**src/rtl/tv_code_reader.sv**
```systemverilog
// rtl/tv_code_reader.sv - walks the TV code table ROM and emits carrier/on/off pulse descriptors
module tv_code_reader #(
  parameter int SIZE            = 1000,
  parameter int DATA_WIDTH      = 8,
  parameter int CODE_INDEX_BITS = 8,
  localparam int ADDRESS_BITS   = $clog2(SIZE)
) (
  input  logic                       clk,
  input  logic                       rst_n,
  input  logic                       start,
  input  logic                       abort,
  output logic [ADDRESS_BITS-1:0]    rom_address,
  input  logic [DATA_WIDTH-1:0]      rom_data,
  input  logic                       rom_address_overflow,
  output logic                       pair_valid,
  input  logic                       pair_ready,
  output logic [7:0]                 pair_carrier,
  output logic [15:0]                pair_on,
  output logic [15:0]                pair_off,
  output logic                       pair_last,
  output logic [CODE_INDEX_BITS-1:0] code_index,
  output logic                       busy,
  output logic                       done,
  output logic                       error
);

  // The table format is byte-oriented; any other ROM width is a build mistake.
  if (DATA_WIDTH != 8) begin : g_width_check
    $error("tv_code_reader: DATA_WIDTH must be 8");
  end

  typedef enum logic [3:0] {
    ST_IDLE,
    ST_RD_CARRIER,
    ST_RD_COUNT,
    ST_RD_ON_H,
    ST_RD_ON_L,
    ST_RD_OFF_H,
    ST_RD_OFF_L,
    ST_PRESENT,
    ST_FINISH,
    ST_ERROR
  } state_t;

  state_t     state;
  state_t     state_next;
  logic [7:0] remaining;
  logic [7:0] carrier;
  logic [7:0] on_hi;
  logic [7:0] on_lo;
  logic [7:0] off_hi;
  logic [7:0] off_lo;
  logic       reading;
  logic       is_last;
  logic       transfer;

  assign reading  = (state inside {ST_RD_CARRIER, ST_RD_COUNT, ST_RD_ON_H,
                                   ST_RD_ON_L, ST_RD_OFF_H, ST_RD_OFF_L});
  assign is_last  = (remaining == 8'd1);
  assign transfer = (state == ST_PRESENT) && pair_ready && !abort;

  assign pair_carrier = carrier;
  assign pair_on      = {on_hi, on_lo};
  assign pair_off     = {off_hi, off_lo};

  // State register.
  always_ff @(posedge clk or negedge rst_n) begin
    if (!rst_n) state <= ST_IDLE;
    else        state <= state_next;
  end

  // Next-state and outputs; abort pre-empts every non-idle state.
  always_comb begin
    state_next = state;
    pair_valid = 1'b0;
    pair_last  = 1'b0;
    busy       = (state != ST_IDLE);
    done       = 1'b0;
    error      = 1'b0;
    case (state)
      ST_IDLE:       if (start) state_next = ST_RD_CARRIER;
      ST_RD_CARRIER: begin
        if (rom_address_overflow)  state_next = ST_ERROR;
        else if (rom_data == 8'h00) state_next = ST_FINISH;
        else                        state_next = ST_RD_COUNT;
      end
      ST_RD_COUNT: begin
        if (rom_address_overflow || rom_data == 8'h00) state_next = ST_ERROR;
        else                                           state_next = ST_RD_ON_H;
      end
      ST_RD_ON_H:  state_next = rom_address_overflow ? ST_ERROR : ST_RD_ON_L;
      ST_RD_ON_L:  state_next = rom_address_overflow ? ST_ERROR : ST_RD_OFF_H;
      ST_RD_OFF_H: state_next = rom_address_overflow ? ST_ERROR : ST_RD_OFF_L;
      ST_RD_OFF_L: state_next = rom_address_overflow ? ST_ERROR : ST_PRESENT;
      ST_PRESENT: begin
        pair_valid = 1'b1;
        pair_last  = is_last;
        if (pair_ready) state_next = is_last ? ST_RD_CARRIER : ST_RD_ON_H;
      end
      ST_FINISH: begin
        done       = 1'b1;
        state_next = ST_IDLE;
      end
      ST_ERROR: begin
        error      = 1'b1;
        state_next = ST_IDLE;
      end
      default: state_next = ST_IDLE;
    endcase
    if (abort) state_next = ST_IDLE;
  end

  // Datapath: address walk, field latches, pair countdown and entry index.
  always_ff @(posedge clk or negedge rst_n) begin
    if (!rst_n) begin
      rom_address <= '0;
      code_index  <= '0;
      remaining   <= 8'd0;
      carrier     <= 8'd0;
      on_hi       <= 8'd0;
      on_lo       <= 8'd0;
      off_hi      <= 8'd0;
      off_lo      <= 8'd0;
    end else if (!abort) begin
      if (state == ST_IDLE && start) begin
        rom_address <= '0;
        code_index  <= '0;
      end
      if (reading && !rom_address_overflow) begin
        rom_address <= rom_address + ADDRESS_BITS'(1);
        case (state)
          ST_RD_CARRIER: if (rom_data != 8'h00) carrier <= rom_data;
          ST_RD_COUNT:   remaining <= rom_data;
          ST_RD_ON_H:    on_hi  <= rom_data;
          ST_RD_ON_L:    on_lo  <= rom_data;
          ST_RD_OFF_H:   off_hi <= rom_data;
          ST_RD_OFF_L:   off_lo <= rom_data;
          default: ;
        endcase
      end
      if (transfer) begin
        remaining <= remaining - 8'd1;
        if (is_last) code_index <= code_index + CODE_INDEX_BITS'(1);
      end
    end
  end

endmodule

```
**config.mk**
```make
export PLATFORM = sky130hd
export DESIGN_NAME = tv_code_reader
export DESIGN_NICKNAME = d
export VERILOG_FILES = /design/src/rtl/tv_code_reader.sv
export SDC_FILE = /design/constraint.sdc
export NUM_CORES = 1
export LEC_CHECK = 0
export BUFFER_PORTS_ARGS = -buffer_cell sky130_fd_sc_hd__buf_4
export CAP_MARGIN = 25
export CORE_ASPECT_RATIO = 1.25
export CORE_MARGIN = 5
export CORE_UTILIZATION = 26
export CTS_BUF_LIST = sky130_fd_sc_hd__clkbuf_2 sky130_fd_sc_hd__clkbuf_4 sky130_fd_sc_hd__clkbuf_8
export CTS_CLUSTER_SIZE = 28
export DETAILED_ROUTE_END_ITERATION = 6
export MAX_ROUTING_LAYER = met4
export PLACE_DENSITY = 0.46
export SLEW_MARGIN = 20
export SYNTH_ARGS = -nofsm -noshare
export SYNTH_HDL_FRONTEND = slang
export SYNTH_SLANG_ARGS = --single-unit
```
**constraint.sdc**
```tcl
create_clock -name clk -period 3.1 [get_ports clk]
set_input_delay 0.31 -clock clk [delete_from_list [all_inputs] [get_ports clk]]
set_output_delay 0.31 -clock clk [all_outputs]
set_load 0.01 [all_outputs]
```
### Yosys cells after proc, flatten, opt, wreduce, memory -nomap -nowiden

Cells that the tools add are included.

| word-level totals | value |
|---|---|
| bits in registers | 70 |
| bits of input ports | 14 |
| output and inout port bits | 63 |
| word-level logic and storage cells | 72 |

| operators by class | value |
|---|---|
| add/subtract/negate cells | 3 |
| equal/unequal tests | 12 |
| mux-type cells | 24 |
| bitwise logic cells | 1 |
| reduce and logical (&&, ||, !) cells | 23 |

Operator list:

| kind | number |
|---|---|
| 2-to-1 mux 8 bit | 6 |
| 2-to-1 mux 4 bit | 10 |
| case mux 4 bit (8 select lines) | 1 |
| 2-to-1 mux 10 bit | 2 |
| equality test 4 x 3 -> 1 bit, second input constant | 4 |
| AND reduction 3 bit | 5 |
| adder 10 x 1 -> 10 bit, second input constant | 1 |
| adder 8 x 1 -> 8 bit, second input constant | 1 |
| equality test 4 x 2 -> 1 bit, second input constant | 2 |
| equality test 4 bit, second input constant | 2 |
| equality test 8 x 1 -> 1 bit, second input constant | 1 |
| logical NOT 8 bit | 1 |
| nonzero test 8 bit | 1 |
| subtractor 8 x 1 -> 8 bit, second input constant | 1 |
| != test 3 bit, second input constant | 2 |
| nonzero test 2 bit | 3 |
| nonzero test 6 bit | 1 |
| equality test 4 x 1 -> 1 bit, second input constant | 1 |
| logical AND 1 bit | 4 |
| logical NOT 4 bit | 1 |
| 2-to-1 mux 1 bit | 4 |
| AND reduction 2 bit | 2 |
| AND reduction 4 bit | 1 |
| nonzero test 4 bit | 1 |
| 4 further kinds | 5 |

### Depth between registers and ports, before layout

| depth | value |
|---|---|
| word-level depth | 5 |
| mapped depth | 6 |
| mapped depth without buffers | 6 |

### Worst setup path after synthesis

OpenSTA, ideal clock, no wires.

| timing | value |
|---|---|
| path type | register to register |
| start | register state[2] |
| end | register rom_address[5] |
| library setup time | 0.066 ns |
| arrival time | 1.802 ns |
| data required time | 3.034 ns |
| path slack | 1.232 ns |
| stages on the path, launching flop included | 6 |
| period minus slack after synthesis | 1.868 ns |
| cell sequence | dfrtp_1 > and3_1 > buf_2 > or4_4 > or4_1 > nand2_1 |

| between the ends | value |
|---|---|
| longest elaborated chain between the ends | 5 |

RTL lines:

| what | RTL line | text |
|---|---|---|
| from (decl) | 45 | `state_t state;` |
| from (signal assigned) | 69 | `else state <= state_next;` |
| equality test 4 x 1 -> 1 bit, or another cell as far along | 57 | `assign reading = (state inside {ST_RD_CARRIER, ST_RD_COUNT, ST_RD_ON_H,` |
| nonzero test 6 bit | 57 |  |
| logical AND 1 bit | 129 | `if (reading && !rom_address_overflow) begin` |
| nonzero test 2 bit (no source line) | n/a |  |
| AND reduction 2 bit (no source line) | n/a |  |
| to (signal assigned) | 130 | `rom_address <= rom_address + ADDRESS_BITS'(1);` |
| to (decl) | 12 | `output logic [ADDRESS_BITS-1:0] rom_address,` |

Parallel ways exist; a longest one is shown, timed or not.
A chain may end at the register's enable or synchronous reset.

### Worst setup path after layout

| timing | value |
|---|---|
| start | register state[2] |
| end | register rom_address[6] |

Same word-level chain as after synthesis.

==> run_results.csv <==
group,metric,value,unit
run_status,outcome,"finished clean",
synthesis,synth_area,0.003361,mm²
routing,drc,0,
pwr,ir_drop,0.3217,mV
synthesis,ys_seq_elements,70,
timing,fin_crit,2.261,ns
clocking,cts_sinks,70,
pwr,finalPower,2295,µW
synthesis,synth-main-ff-cell,"dfrtp_1",
floorplanning,die_y,137.1,µm
setup_path,start_kind,"flop",
clocking,cts_tree,"done",
cells_and_area,final_nets,386,
global_routing,grt_pass1_wl,14430,µm
synthesis,syn_avg_cell_area,11.55,µm²
timing,finalClockSkew,0.002964,ns
setup_path,path_max_fanout,15,
clocking,cts_inserted_buffers,9,
setup_path,cp_data_required_time,3.39,ns
placed_design,postPlaceCellArea,0.004084,mm²
routing,vias_per_cell,4.874,
cells_and_area,final_common_cell,"buf_4",
synthesis,yosysTopAreaCell,"dfrtp_1",
timing,hold_violations,0,
timing,rsz0062_at_grt,"no",
synthesis,synth_xor_xnor_area_share,0.2606,%
routing,vias,2637,
pwr,p_seq_share,48.8,%
timing,finalSetupViolCount,0,
synthesis,syn_nets,309,
clocking,ctsRootBufferMaster,"clkbuf_8",
cells_and_area,layout_common_cells,"buf_4 (76), dfrtp_1 (70), mux2_2 (33)",
timing,period_share,72.92,%
global_routing,overflow,0,
clocking,clkLatencyLatePin,0.35,ns
floorplanning,core_area,0.01266,mm²
global_routing,grt_max_degree,71,
pwr,p_int,1610,µW
placed_design,portBuffers,76,
synthesis,synth_top_family_by_area,"simple AND/OR/NAND/NOR gates",
cells_and_area,drive_gt1_share,36.46,%
cells_and_area,fillers,1330,
synthesis,synth_compound_area_share,8.861,%
synthesis,async_flop_share,100.0,%
placed_design,dp_hpwl,6329,µm
floorplanning,die_w,111.7,µm
synthesis,ys_seq_area_share,52.12,%
placed_design,gp_congestion,0.8365,
timing,relSlewSlack,49.89,%
timing,finalMaxSlewViolations,0,
synthesis,synth_edf_count,0,
routing,route.antenna.remaining_nets,0,
clocking,htreeDepth,3,
pwr,power.leakage,0.002069,µW
timing,timing.fmax,442.4,MHz
pwr,p_per_area,531.3,mW/mm²
clocking,post-cts-setup-buffer-count,0,
pwr,clockPowerShare,32.9,%
synthesis,ys_warn_count,0,
cells_and_area,finalCoreUtilization,34.11,%
synthesis,muxShareOfSynthArea,15.49,%
synthesis,synth-simple-area-share,19.51,%
synthesis,synthTopCellsByArea,"dfrtp_1 (52%), mux2_2 (11%), nand2_1 (2.5%), nand3_1 (2.4%), mux2_1 (2.3%)",
job,drv_cap,0,
routing,wl_per_cell,16.71,µm
global_routing,grt_pass1_vias,2672,
timing,max_slew.worst_pin.slew,0.7454,ns
synthesis,synth.distinct_cells,52,
placed_design,preCtsSetupSlack,0.8166,ns
setup_path,path_class,"flop to flop",
setup_path,regToRegSetupSlack,0.84,ns
cells_and_area,area_growth,28.52,%
floorplanning,start_util,26.54,%
floorplanning,die_area,0.01531,mm²
synthesis,synth_top_area_share,52.12,%
global_routing,grt_use_total,12.46,%
pwr,switching_share,29.84,%
synthesis,synth_cells,291,
clocking,path_clk_slew,0.08,ns
worst_hold_path,hold_path.class,"primary input to flop",
cells_and_area,num_antenna_cells,0,
routing,drt-total-wl,9040,µm
global_routing,antenna_found_initial,0,
clocking,clock_path_buffers,2,
synthesis,synthAdderAreaFrac,1.489,%
floorplanning,row_count,46,
cells_and_area,final_area,0.004319,mm²
pwr,comb_power_share,18.3,%
clocking,ctsHoldBuffers,0,
clocking,cts_resized,0,
timing,finalWorstSetupSlack,0.8395,ns
timing,setup_tns,0,ns
setup_path,arrival,2.55,ns
setup_path,worst_setup_path_end_kind,"flop",
pwr,power_switching,684.6,µW
routing,drt_pass1_iterations,4,
routing,drtIter0Drc,105,
floorplanning,io_pins,77,
flip-flops by register name (all words and copies together) (netlist names):
register / cells
code_index: 8
off_hi: 8
off_lo: 8
on_hi: 8
on_lo: 8
pair_carrier: 8
remaining: 8
rom_address: 10
state: 4
worst max-delay path, cell delays in order, from the launching register on:
cell and delay, ns:
dfrtp_1 0.57, nor3_2 0.49, nand3_1 0.49, a2111oi_0 0.53
a21o_1 0.12
cell families (layout without fill, tap and decap cells):
kind of cell | after synthesis | in the layout
buffers and inverters | 17 | 99
and+or+nand+nor | 109 | 109
xor gates and xnor gates | 1 | 1
DFF | 70 | 70
adders and majority gates | 4 | 4
muxes | 47 | 47
AOI/OAI and AO/OA | 43 | 43
cell usage after synthesis (all sizes together), types with 5 or more instances:
cell,number
a21o,6
or4,7
dfrtp,70
o21ai,6
a21oi,8
nor4,5
buf,5
mux2i,7
nor3,9
clkbuf,7
inv,5
o211ai,5
nor3b,6
mux2,40
nand2,22
or3,8
and3,6
nand3,16
nor2,11
area by class of cell:
type / instances / area, µm² / area share, %
tap: 168 / 210.2 / 4.867
clock buffer: 9 / 123.9 / 2.868
sequential: 70 / 1752 / 40.56
multi-input combinational: 204 / 1533 / 35.49
clock inverter: 7 / 73.82 / 1.709
inverter: 5 / 18.77 / 0.4345
timing repair buffer: 78 / 608.1 / 14.08
power groups by stage:
stage          clock network, µW  registers (µW)  logic (µW)
2_1_floorplan                  0            1150         185
3_3_place_gp                   0            1130         426
3_5_place_dp                   0            1140         426
4_1_cts                      787            1120         427
5_1_grt                      826            1140         468
6_report                     754            1120         421
through the flow:
| stage | hold WS [ns] | instances |
|---|---|---|
| 2_1_floorplan | 0.01441 | 291 |
| 3_3_place_gp | 0.4726 | 523 |
| 3_5_place_dp | 0.4789 | 523 |
| 4_1_cts | 0.1298 | 539 |
| 5_1_grt | 0.2456 | 541 |
| 6_report | 0.2467 | 541 |
per-layer routing:
layer | up-vias | share of wire (%) | global-route usage, %
met3 | 13 | 5.5 | 3.184
met2 | 81 | 44 | 17.63
met5 | - | 0 | -
li1 | 1241 | - | -
met4 | 0 | 2.1 | 5.815
met1 | 1302 | 49 | 16.68
path summary, 6_finish.rpt:
kind	start	endpoint	cells past startpoint
max	state[2]$_DFFE_PN0P_	rom_address[6]$_DFFE_PN0P_	4
min	start	state[0]$_DFFE_PN0P_	3
max reg2reg	state[2]$_DFFE_PN0P_	rom_address[6]$_DFFE_PN0P_	4
min reg2reg	pair_carrier[6]$_DFFE_PN0P_	pair_carrier[6]$_DFFE_PN0P_	1
max in group asynchronous	rst_n	on_lo[7]$_DFFE_PN0P_	3
min in group asynchronous	rst_n	rom_address[3]$_DFFE_PN0P_	2
(Power assumes the default switching activity.)
